### src/rtl/uart8051_pkg.sv
// uart8051_pkg: shared states and frame constants for the 8051 serial receiver.
// UART8051_RX_RB8_EN selects 9 data bits per frame instead of 8.
package uart8051_pkg;
  typedef enum logic [2:0] {IDLE, START, DATA, STOP, WAIT_HIGH} state_e;
  localparam int UART8051_DATA_W = 8;
`ifdef UART8051_RX_RB8_EN
  localparam int UART8051_NBITS = 9;
`else
  localparam int UART8051_NBITS = 8;
`endif
endpackage

### src/rtl/uart8051_sync.sv
// uart8051_sync: two-flop synchronizer for idle-high serial inputs (resets to 1).
module uart8051_sync (
  input  logic clk,
  input  logic rst,
  input  logic d_i,
  output logic q_o
);
  logic [1:0] s_q;
  always_ff @(posedge clk or negedge rst)
    if (!rst) s_q <= 2'b11;
    else s_q <= {s_q[0], d_i};
  assign q_o = s_q[1];
endmodule

### src/rtl/uart8051_rx.sv
// uart8051_rx: 8051 mode-1 serial receiver with valid/ready byte output.
// UART8051_RX_RB8_EN adds a ninth data bit presented on rb8.
module uart8051_rx
  import uart8051_pkg::*;
#(
  parameter int BIT_CYCLES = 16,
  parameter int CNT_W      = 8
) (
  input  logic                       clk,
  input  logic                       rst,
  input  logic                       rxd,
  output logic [UART8051_DATA_W-1:0] data,
  output logic                       valid,
  input  logic                       ready,
  output logic                       frame_err,
  output logic                       overrun,
`ifdef UART8051_RX_RB8_EN
  output logic                       rb8,
`endif
  output logic                       busy
);
  localparam logic [CNT_W-1:0] HALF_M1 = CNT_W'(BIT_CYCLES / 2 - 1);
  localparam logic [CNT_W-1:0] FULL_M1 = CNT_W'(BIT_CYCLES - 1);
  localparam logic [3:0]       LAST    = 4'(UART8051_NBITS - 1);
  logic                       rx_s, rx_prev_q;
  state_e                     state_q;
  logic [CNT_W-1:0]           tmr_q;
  logic [3:0]                 cnt_q;
  logic [UART8051_NBITS-1:0]  sh_q;
  logic [UART8051_DATA_W-1:0] data_q;
  logic                       valid_q, ferr_q, ovr_q, rb8_q;
  logic                       tick;
  uart8051_sync u_sync (.clk(clk), .rst(rst), .d_i(rxd), .q_o(rx_s));
  assign tick = tmr_q == (state_q == START ? HALF_M1 : FULL_M1);
  // Mid-bit sampling: START counts half a bit, later states a full bit.
  always_ff @(posedge clk or negedge rst)
    if (!rst) begin
      rx_prev_q <= 1'b1;
      state_q   <= IDLE;
      tmr_q     <= '0;
      cnt_q     <= '0;
      sh_q      <= '0;
      data_q    <= '0;
      valid_q   <= 1'b0;
      ferr_q    <= 1'b0;
      ovr_q     <= 1'b0;
      rb8_q     <= 1'b0;
    end else begin
      rx_prev_q <= rx_s;
      ferr_q    <= 1'b0;
      ovr_q     <= 1'b0;
      tmr_q     <= tick ? '0 : tmr_q + 1'b1;
      if (valid_q && ready) valid_q <= 1'b0;
      case (state_q)
        IDLE: begin
          tmr_q <= '0;
          if (rx_prev_q && !rx_s) state_q <= START;
        end
        START: if (tick) begin
          cnt_q   <= '0;
          state_q <= rx_s ? IDLE : DATA;
        end
        DATA: if (tick) begin
          sh_q  <= {rx_s, sh_q[UART8051_NBITS-1:1]};
          cnt_q <= cnt_q + 1'b1;
          if (cnt_q == LAST) state_q <= STOP;
        end
        STOP: if (tick) begin
          state_q <= rx_s ? IDLE : WAIT_HIGH;
          ferr_q  <= !rx_s;
          // A byte consumed this very edge frees the slot for the new one.
          if (rx_s && (!valid_q || ready)) begin
            data_q  <= sh_q[UART8051_DATA_W-1:0];
            rb8_q   <= sh_q[UART8051_NBITS-1];
            valid_q <= 1'b1;
          end
          ovr_q <= rx_s && valid_q && !ready;
        end
        WAIT_HIGH: begin
          tmr_q <= '0;
          if (rx_s) state_q <= IDLE;
        end
        default: state_q <= IDLE;
      endcase
    end
  assign data      = data_q;
  assign valid     = valid_q;
  assign frame_err = ferr_q;
  assign overrun   = ovr_q;
  assign busy      = state_q != IDLE;
`ifdef UART8051_RX_RB8_EN
  assign rb8 = rb8_q;
`else
  logic unused_rb8;
  assign unused_rb8 = rb8_q;
`endif
endmodule

### config.mk
export PLATFORM = sky130hd
export DESIGN_NAME = uart8051_rx
export DESIGN_NICKNAME = d
export VERILOG_FILES = /design/src/rtl/uart8051_pkg.sv /design/src/rtl/uart8051_sync.sv /design/src/rtl/uart8051_rx.sv
export SDC_FILE = /design/constraint.sdc
export NUM_CORES = 1
export LEC_CHECK = 0
export ABC_AREA = 1
export BUFFER_PORTS_ARGS = -buffer_cell sky130_fd_sc_hd__buf_2
export CAP_MARGIN = 20
export CELL_PAD_IN_SITES_DETAIL_PLACEMENT = 1
export CELL_PAD_IN_SITES_GLOBAL_PLACEMENT = 2
export CORE_MARGIN = 4
export CORE_UTILIZATION = 36
export DETAILED_ROUTE_END_ITERATION = 8
export PLACE_DENSITY = 0.82
export SYNTH_ARGS = -nofsm -noshare
export SYNTH_HDL_FRONTEND = slang
export SYNTH_SLANG_ARGS = --single-unit
### constraint.sdc
create_clock -name clk -period 2.5 [get_ports clk]
set_input_delay 0.25 -clock clk [delete_from_list [all_inputs] [get_ports clk]]
set_output_delay 0.25 -clock clk [all_outputs]
set_load 0.1 [all_outputs]
; ---- Word level (Yosys, flattened, before mapping)
; Index checks and enable logic that the tools add are counted.
[word_totals]
regBits = 37
wordCells = 64
[op_classes]
eq_ne = 12
addsub = 2
n_reduce_logical = 17
mux = 23
[op_table]
columns = cell, n
row1 = two-way mux 3 bit, 7
row2 = two-way mux 8 bit, 2
row3 = one-hot mux 3 bit (5 select lines), 1
row4 = two-way mux 4 bit, 3
row5 = "!= test 2 bit, second input constant", 5
row6 = "adder 8 x 1 -> 8 bit, second input constant", 1
row7 = == test 8 x 4 -> 1 bit, 1
row8 = two-way mux 1 bit, 8
row9 = one-hot mux 4 bit (2 select lines), 1
row10 = "== test 3 x 2 -> 1 bit, second input constant", 2
row11 = AND reduction 3 bit, 2
row12 = AND reduction 6 bit, 1
row13 = logical AND 1 bit, 5
row14 = "adder 4 x 1 -> 4 bit, second input constant", 1
row15 = "== test 4 x 3 -> 1 bit, second input constant", 1
row16 = "== test 3 x 1 -> 1 bit, second input constant", 1
row17 = "== test 3 bit, second input constant", 1
row18 = logical NOT 1 bit, 3
row19 = logical NOT 3 bit, 1
row20 = nonzero test 3 bit, 1
row21 = two-way mux 2 bit, 1
row22 = "!= test 2 x 1 -> 1 bit, second input constant", 1
row23 = AND reduction 2 bit, 1
row24 = nonzero test 2 bit, 1
row25 = 2 further kinds, 2

; ---- Logic depth before layout (Yosys ltp)
; Gate-level depths: netlist of the first run.
[logic_depth]
ltp_word = 6
mapped_depth = 9
depth_no_buf = 8

; ---- By module
; Synthesis of the first run repeated with hierarchy kept, for this count alone.
[hier_totals]
cells_unflattened = 174
area_unflattened_um2 = 1704.1
[modules_own_cells]
columns = mod, instances, seq_area_each_um2, cells_per_inst, area_each_um2
row1 = uart8051_rx, 1, 877.1, 172, 1651.6
row2 = uart8051_sync, 1, 52.6, 2, 52.6

; ---- Least setup slack after synthesis of the first run
; OpenSTA, ideal clock, no wires.
[synth_timing]
path_kind = register to register
from = register valid_q, in the netlist valid
to = register data_q[6], in the netlist data[6]
arrival_ns = 1.661
path_buffers = 1
synth_period_minus_slack_ns = 1.735
path_slack_ns = 0.765
required_ns = 2.426
stages_incl_launch_ff = 8
path_cell_list = dfrtp_1 -> inv_1 -> nor2_1 -> nor3_2 -> nand3_4 -> buf_6 -> nand2_1 -> o21ai_2
[synth_between]
elab_chain_cells = 4
[synth_lines]
columns = element, line_no
row1 = from (decl), uart8051_rx.sv:31  ; logic valid_q, ferr_q, ovr_q, rb8_q;
row2 = from (signal assigned), uart8051_rx.sv:44  ; valid_q <= 1'b0;
row3 = from (signal assigned), uart8051_rx.sv:53  ; if (valid_q && ready) valid_q <= 1'b0;
row4 = from (signal assigned), uart8051_rx.sv:75  ; valid_q <= 1'b1;
row5 = logical NOT 1 bit, uart8051_rx.sv:72  ; if (rx_s && (!valid_q || ready)) begin
row6 = logical OR 1 bit, uart8051_rx.sv:72
row7 = logical AND 1 bit, uart8051_rx.sv:72
row8 = AND reduction 3 bit (no line), n/a
row9 = to (signal assigned), uart8051_rx.sv:73  ; data_q <= sh_q[UART8051_DATA_W-1:0];
row10 = to (decl), uart8051_rx.sv:30  ; logic [UART8051_DATA_W-1:0] data_q;
; No other way between the ends.
; A chain may end at the register's enable or synchronous reset.

; ---- Worst setup path in the final report of the first run
[layout_timing]
from = register state_q[0]
to = output port busy
[layout_between]
elab_chain_cells = 1
[layout_lines]
columns = element, line_no
row1 = from (decl), uart8051_rx.sv:26  ; state_e state_q;
row2 = from (signal assigned), uart8051_rx.sv:61  ; state_q <= rx_s ? IDLE : DATA;
row3 = from (signal assigned), uart8051_rx.sv:69  ; state_q <= rx_s ? IDLE : WAIT_HIGH;
row4 = nonzero test 3 bit, uart8051_rx.sv:90  ; assign busy = state_q != IDLE;
row5 = to (decl), uart8051_rx.sv:20  ; output logic busy
; No other way between the ends.

==> results.yml, run 1 <==
clock_network:
  clk_latency_ns: 0.28
  cts_tree: "yes"
  hold_buffers: 0
  clkSlewWorstSetupHoldPaths_ns: 0.07
  cts.sinks: 37
  cts_setup_buffers: 0
  cts_buffers: 5
  htree_num_levels: 2
  root_buffer: "clkbuf_8"
  cts.repair.resized: 0
  clockBufferDepth: 2
synth:
  synth_cells: 173
  synth_cell_type_count: 24
  syn_area_per_cell_sq_um: 9.72
  ys_seq_area_frac: 0.553
  synth_top_cell_area_share: 0.506
  synth_area_leaders: "dfrtp_1, nand2_1, o21ai_0"
  synth_seq_cells: 37
  yosys.area.top_type: "dfrtp_1"
  syn_nets: 179
  yosysWarnings: 0
  syn_area_sq_um: 1680
route:
  routed-wl-met2_um: 1590
  drcViolationCount: 0
  met3_length_um: 123
  ant_nets: 0
  wl_per_cell_um: 13.6
  num_vias: 1203
  detail_route.first_pass.iterations: 4
  maxUsedRoutingLayer: "met4"
  via_per_inst: 4.89
  drt-met1-wl_um: 1580
  drt_iter0_drc: 45
  drt-total-wl_um: 3350
cells_and_area:
  fin_area_sq_um: 1880
  diodes: 0
  fillCellCount: 534
  final_net_count: 199
  layout-drive-gt1-share: 0.227
  area_growth_pct: 11.6
sta:
  maxSlewHeadroom: 0.459
  rsz0062_at_grt: "false"
  final-hold-violation-count: 0
  period_share: 0.711
  fmax_ghz: 0.563
  finalSetupTns_ns: 0
  finalWorstPathRequiredPeriod_ns: 1.78
  timing.hold.ws_ns: 0.0592
  finalSetupViolCount: 0
  final_max_slew_viol_count: 0
  fin_ws_ns: 0.723
  worst_pin_slew_ns: 0.811
  finClkSkew_ns: 0.00745
floorplan:
  dieArea_sq_um: 5830
  num_rows: 24
  start_util: 0.378
  core-area_sq_um: 4440
  fp.dieH_um: 76.3
  die_x_um: 76.3
  pin_count: 16
setup_path:
  startpoint_type: "register"
  cp_max_fo: 9
  cp_slowest_cell: "dfrtp_1"
  worstPathCellList: "nor2_2 > nand2_1 > buf_2"
  max_stage_delay_ns: 0.47
  path_class: "reg -> out"
  required_ns: 2.25
  crit_family: "flip-flops"
  cp.arrival_ns: 1.53
  path_buf_inv: 1
  critPathCaptureType: "output port"
pwr:
  switchingPower_uw: 566
  p_per_area_nw_per_um2: 815
  peakVddDrop_v: 0.000369
  p_seq_frac: 0.473
  power_frac_comb: 0.270
  swShare: 0.370
  leakage_nw: 0.918
  intPower_uw: 964
  clkPwrFrac: 0.256
global_route:
  grt_max_degree: 38
  grt_pass1_vias: 1287
  antenna_found_initial: 0
  grt.total_usage: 0.130
  grt_overflow: 0
  grt_pass1_wl_um: 6070
placement:
  dp_hpwl_um: 2540
  io_buffers: 15
  placed_area_sq_um: 1800
  gp_congestion: 0.777
  dp_slack_ns: 0.880
job:
  maxCapViolCount: 0
worst_hold_path:
  hold_class: "in -> async"
run_status:
  status: "completed"
==> metal layers <==
layer  track usage  vias to the layer above
met5             0                        -
met4        0.0489                        0
met3        0.0355                        7
met2         0.208                       19
met1         0.169                      587
li1              -                      590
==> cell families (layout without fill, tap and decap cells) <==
kind of cell,Yosys count,count (layout),share of synthesized area
AND/OR/NAND/NOR,83,83,0.251
flip-flops,37,37,0.553
AO/OA/AOI/OAI,24,24,0.0893
buffers and inverters,20,41,0.0558
XOR/XNOR,7,7,0.0365
adder cells (fa/ha/maj),2,2,0.0149
==> state kept, by name, summed over array words and instances, names as in the netlist <==
name / flops
u_sync.s_q: 2
sh_q: 8
rx_prev_q: 1
valid: 1
tmr_q: 8
frame_err: 1
data: 8
cnt_q: 4
state_q: 3
overrun: 1
==> layout make-up <==
type,count,area [sq um],share of cell area
tap,52,65.1,0.0347
sequential,37,930,0.495
clock buffer,7,76.3,0.0407
clock inverter,1,5.00,0.00267
timing repair buffer,15,75.1,0.0400
inverter,18,67.6,0.0360
multi-input combinational,116,658,0.351
==> placed cells by master (no fill, tap or decap), drive strengths merged, types with 4 or more instances in the layout <==
cell type and count:
nand2 39, nand3 15, o21ai 24, nor2 24
clkbuf 7, xor2 4, buf 15, dfrtp 34
inv 18
==> power groups by stage <==
stage	Clock [mW]	Combinational, mW	Sequential [mW]
finish	0.392	0.413	0.724
global route	0.431	0.478	0.740
CTS	0.406	0.423	0.726
detailed placement	0	0.423	0.736
global placement	0	0.405	0.730
floorplan	0	0.331	0.721
==> Yosys cell counts <==
cell type,number
inv_1,16
nor3_1,2
nor3_2,1
dfrtp_1,34
xor2_1,4
xnor2_1,3
nand4_1,1
o21ai_0,16
buf_6,1
nand2_1,37
nor2_1,20
buf_8,1
nand3_4,3
nor2_2,2
ha_1,2
nor2_8,1
nand3_1,12
nand2_2,1
nor2_4,1
nand3b_1,1
nand2_4,1
dfstp_2,3
inv_2,2
o21ai_2,8
==> per-stage QoR <==
| step | util | std cells | total power, mW |
|---|---|---|---|
| CTS | 0.422 | 246 | 1.56 |
| finish | 0.422 | 246 | 1.53 |
| global route | 0.422 | 246 | 1.65 |
| global placement | 0.404 | 238 | 1.14 |
| floorplan | - | 173 | 1.05 |
| detailed placement | 0.404 | 238 | 1.16 |
==> path summary, 6_finish.rpt <==
| path | startpoint | endpoint | slack [ns] | cells past startpoint |
|---|---|---|---|---|
| worst max-delay path | state_q[0] | busy | 0.72 | 3 |
| max in group asynchronous | rst | frame_err | 1.93 | 1 |
| worst min-delay path | rst | tmr_q[7] | 0.06 | 1 |
| min in group clk | rxd | u_sync.s_q[0] | 0.06 | 1 |
| worst max register to register | tmr_q[0] | data[1] | 0.89 | 8 |
| worst min register to register | u_sync.s_q[0] | u_sync.s_q[1] | 0.36 | 0 |
==> worst reg2reg max path: cells and delay by family, from the launching register on <==
kind	cells	cell delay (ns)
simple gates	5	0.79
compound gates	1	0.07
fa+ha+maj	1	0.20
flops	1	0.37
buf+inv	1	0.08
Power figures use the tool's default switching activity.
==> run 2, diff against run 1 <==
==> constraint.sdc (replaced) <==
create_clock -name clk -period 1.7 [get_ports clk]
set_input_delay 0.17 -clock clk [delete_from_list [all_inputs] [get_ports clk]]
set_output_delay 0.17 -clock clk [all_outputs]
set_load 0.1 [all_outputs]
==> run 2 against run 1 <==
Routed wire length increased by 6.3%. Clock power increased by 48%. Count of clock-buffer cells in the layout decreased by 1. Cell area increased by 3.7%. Critical path type unchanged.
==> results.yml, run 2 (synthesis results as in run 1) <==
setup_path:
  critPathCaptureType: "output port"
  crit_start: "state_q[0]"
  required_ns: 1.53
  path_class: "reg -> out"
  reg2reg_slack_ns: 0.15
  cp_slowest_cell: "dfrtp_1"
  r2r_cells: 5
  cp.arrival_ns: 1.41
  worstReg2RegStart: "u_sync.s_q[1]"
  startpoint_type: "register"
  cp_max_fo: 7
  worstPathCellList: "nor2_4 > nand2_1 > buf_2"
  r2r_end: "data[4]"
  max_stage_delay_ns: 0.51
sta:
  maxSlewHeadroom: 0.639
  finalSetupViolCount: 0
  fin_ws_ns: 0.124
  finClkSkew_ns: 0.00757
  final-hold-violation-count: 0
  fmax_ghz: 0.635
  finalWorstPathRequiredPeriod_ns: 1.58
  worst_pin_slew_ns: 0.541
  period_share: 0.927
  final_max_slew_viol_count: 0
cells_and_area:
  layout-drive-gt1-share: 0.251
  fillCellCount: 523
  utilization: 0.438
  final_common_cell: "nand2_1"
  final_net_count: 204
  area_growth_pct: 15.8
  final_cell_mix: "nand2_1, dfrtp_1, nor2_1, inv_1"
  diodes: 0
global_route:
  grt_pass1_vias: 1311
  grt.total_usage: 0.137
  grt_pass1_wl_um: 6350
  grt_max_degree: 25
  grt_overflow: 0
  antenna_found_initial: 0
route:
  ant_nets: 0
  detail_route.first_pass.iterations: 4
  drt_iter0_drc: 36
  drcViolationCount: 0
  num_vias: 1240
  via_per_inst: 4.94
  drt-total-wl_um: 3560
  wl_per_cell_um: 14.2
placement:
  gp_congestion: 0.800
  dp_hpwl_um: 2660
  io_buffers: 15
  dp_slack_ns: 0.0843
clock_network:
  clkSlewWorstSetupHoldPaths_ns: 0.07
  htree_num_levels: 2
  cts.sinks: 37
  root_buffer: "clkbuf_8"
  clk_latency_ns: 0.29
  cts_tree: "yes"
  cts_buffers: 5
  clockBufferDepth: 2
floorplan:
  core-area_sq_um: 4440
  dieArea_sq_um: 5830
  num_rows: 24
  die_x_um: 76.3
  fp.dieH_um: 76.3
  start_util: 0.378
  pin_count: 16
worst_hold_path:
  holdPathStages: 2
  hp-start: "ready"
  hold_class: "in -> reg"
  hold_end: "valid"
pwr:
  peakVddDrop_v: 0.000493
  p_per_area_nw_per_um2: 1190
  leakage_nw: 0.940
run_status:
  status: "completed"
job:
  maxCapViolCount: 0
run 2: final cells by class:
class | count | area [sq um] | share of cell area
clock buffers | 6 | 72.6 | 0.0373
clock inverters | 2 | 10.0 | 0.00514
inverters | 18 | 67.6 | 0.0347
multi-input cells | 117 | 691 | 0.355
flip-flops and latches | 37 | 931 | 0.478
well taps | 52 | 65.1 | 0.0334
repair buffers | 19 | 110 | 0.0566
run 2: worst max-delay path by stage:
stage                    end  slack (ns)  depth (start not counted)
floorplan            data[6]        0.18                          7
global placement     data[2]        0.20                          8
detailed placement   data[4]        0.08                          8
CTS                     busy       0.008                          3
global route        cnt_q[2]      -0.007                          7
finish                  busy        0.12                          3
run 2: repair_timing:
| item | CTS | global route |
|---|---|---|
| hold buffers | 2 | 0 |
| endpoints found under the hold margin | 22 | 0 |
| buffers inserted | 0 | 0 |
| setup endpoints to repair | 0 | 11 |
| gates resized for setup | 0 | 5 |
run 2: stage by stage:
stage               cells  cell area [sq um]  power (mW)  hold WS (ns)  TNS (ns)
floorplan             173               1680        1.55        -0.126         0
global placement      240               1810        1.68         0.187         0
detailed placement    240               1810        1.72         0.194         0
CTS                   250               1910        2.31        0.0731         0
global route          251               1950        2.50        0.0808  -0.00704
finish                251               1950        2.32        0.0881         0
run 2: per-layer routing:
| layer | wire length (um) | track usage | up-vias |
|---|---|---|---|
| met5 | 0 | 0 | - |
| met4 | 44 | 0.0543 | 0 |
| met3 | 116 | 0.0366 | 4 |
| met2 | 1770 | 0.233 | 16 |
| met1 | 1630 | 0.164 | 618 |
| li1 | - | - | 602 |
run 2: power by group:
part	total [mW]	leakage, nW	switching (mW)	internal [mW]
Combinational	0.668	0.397	0.473	0.195
Sequential	1.07	0.497	0.105	0.966
Clock	0.582	0.0450	0.298	0.284
run 2: critical path: cells and delay by family, from the launching register on:
| family | cells | cell delay, ns |
|---|---|---|
| flops | 1 | 0.51 |
| buf+inv | 1 | 0.42 |
| simple gates | 2 | 0.19 |
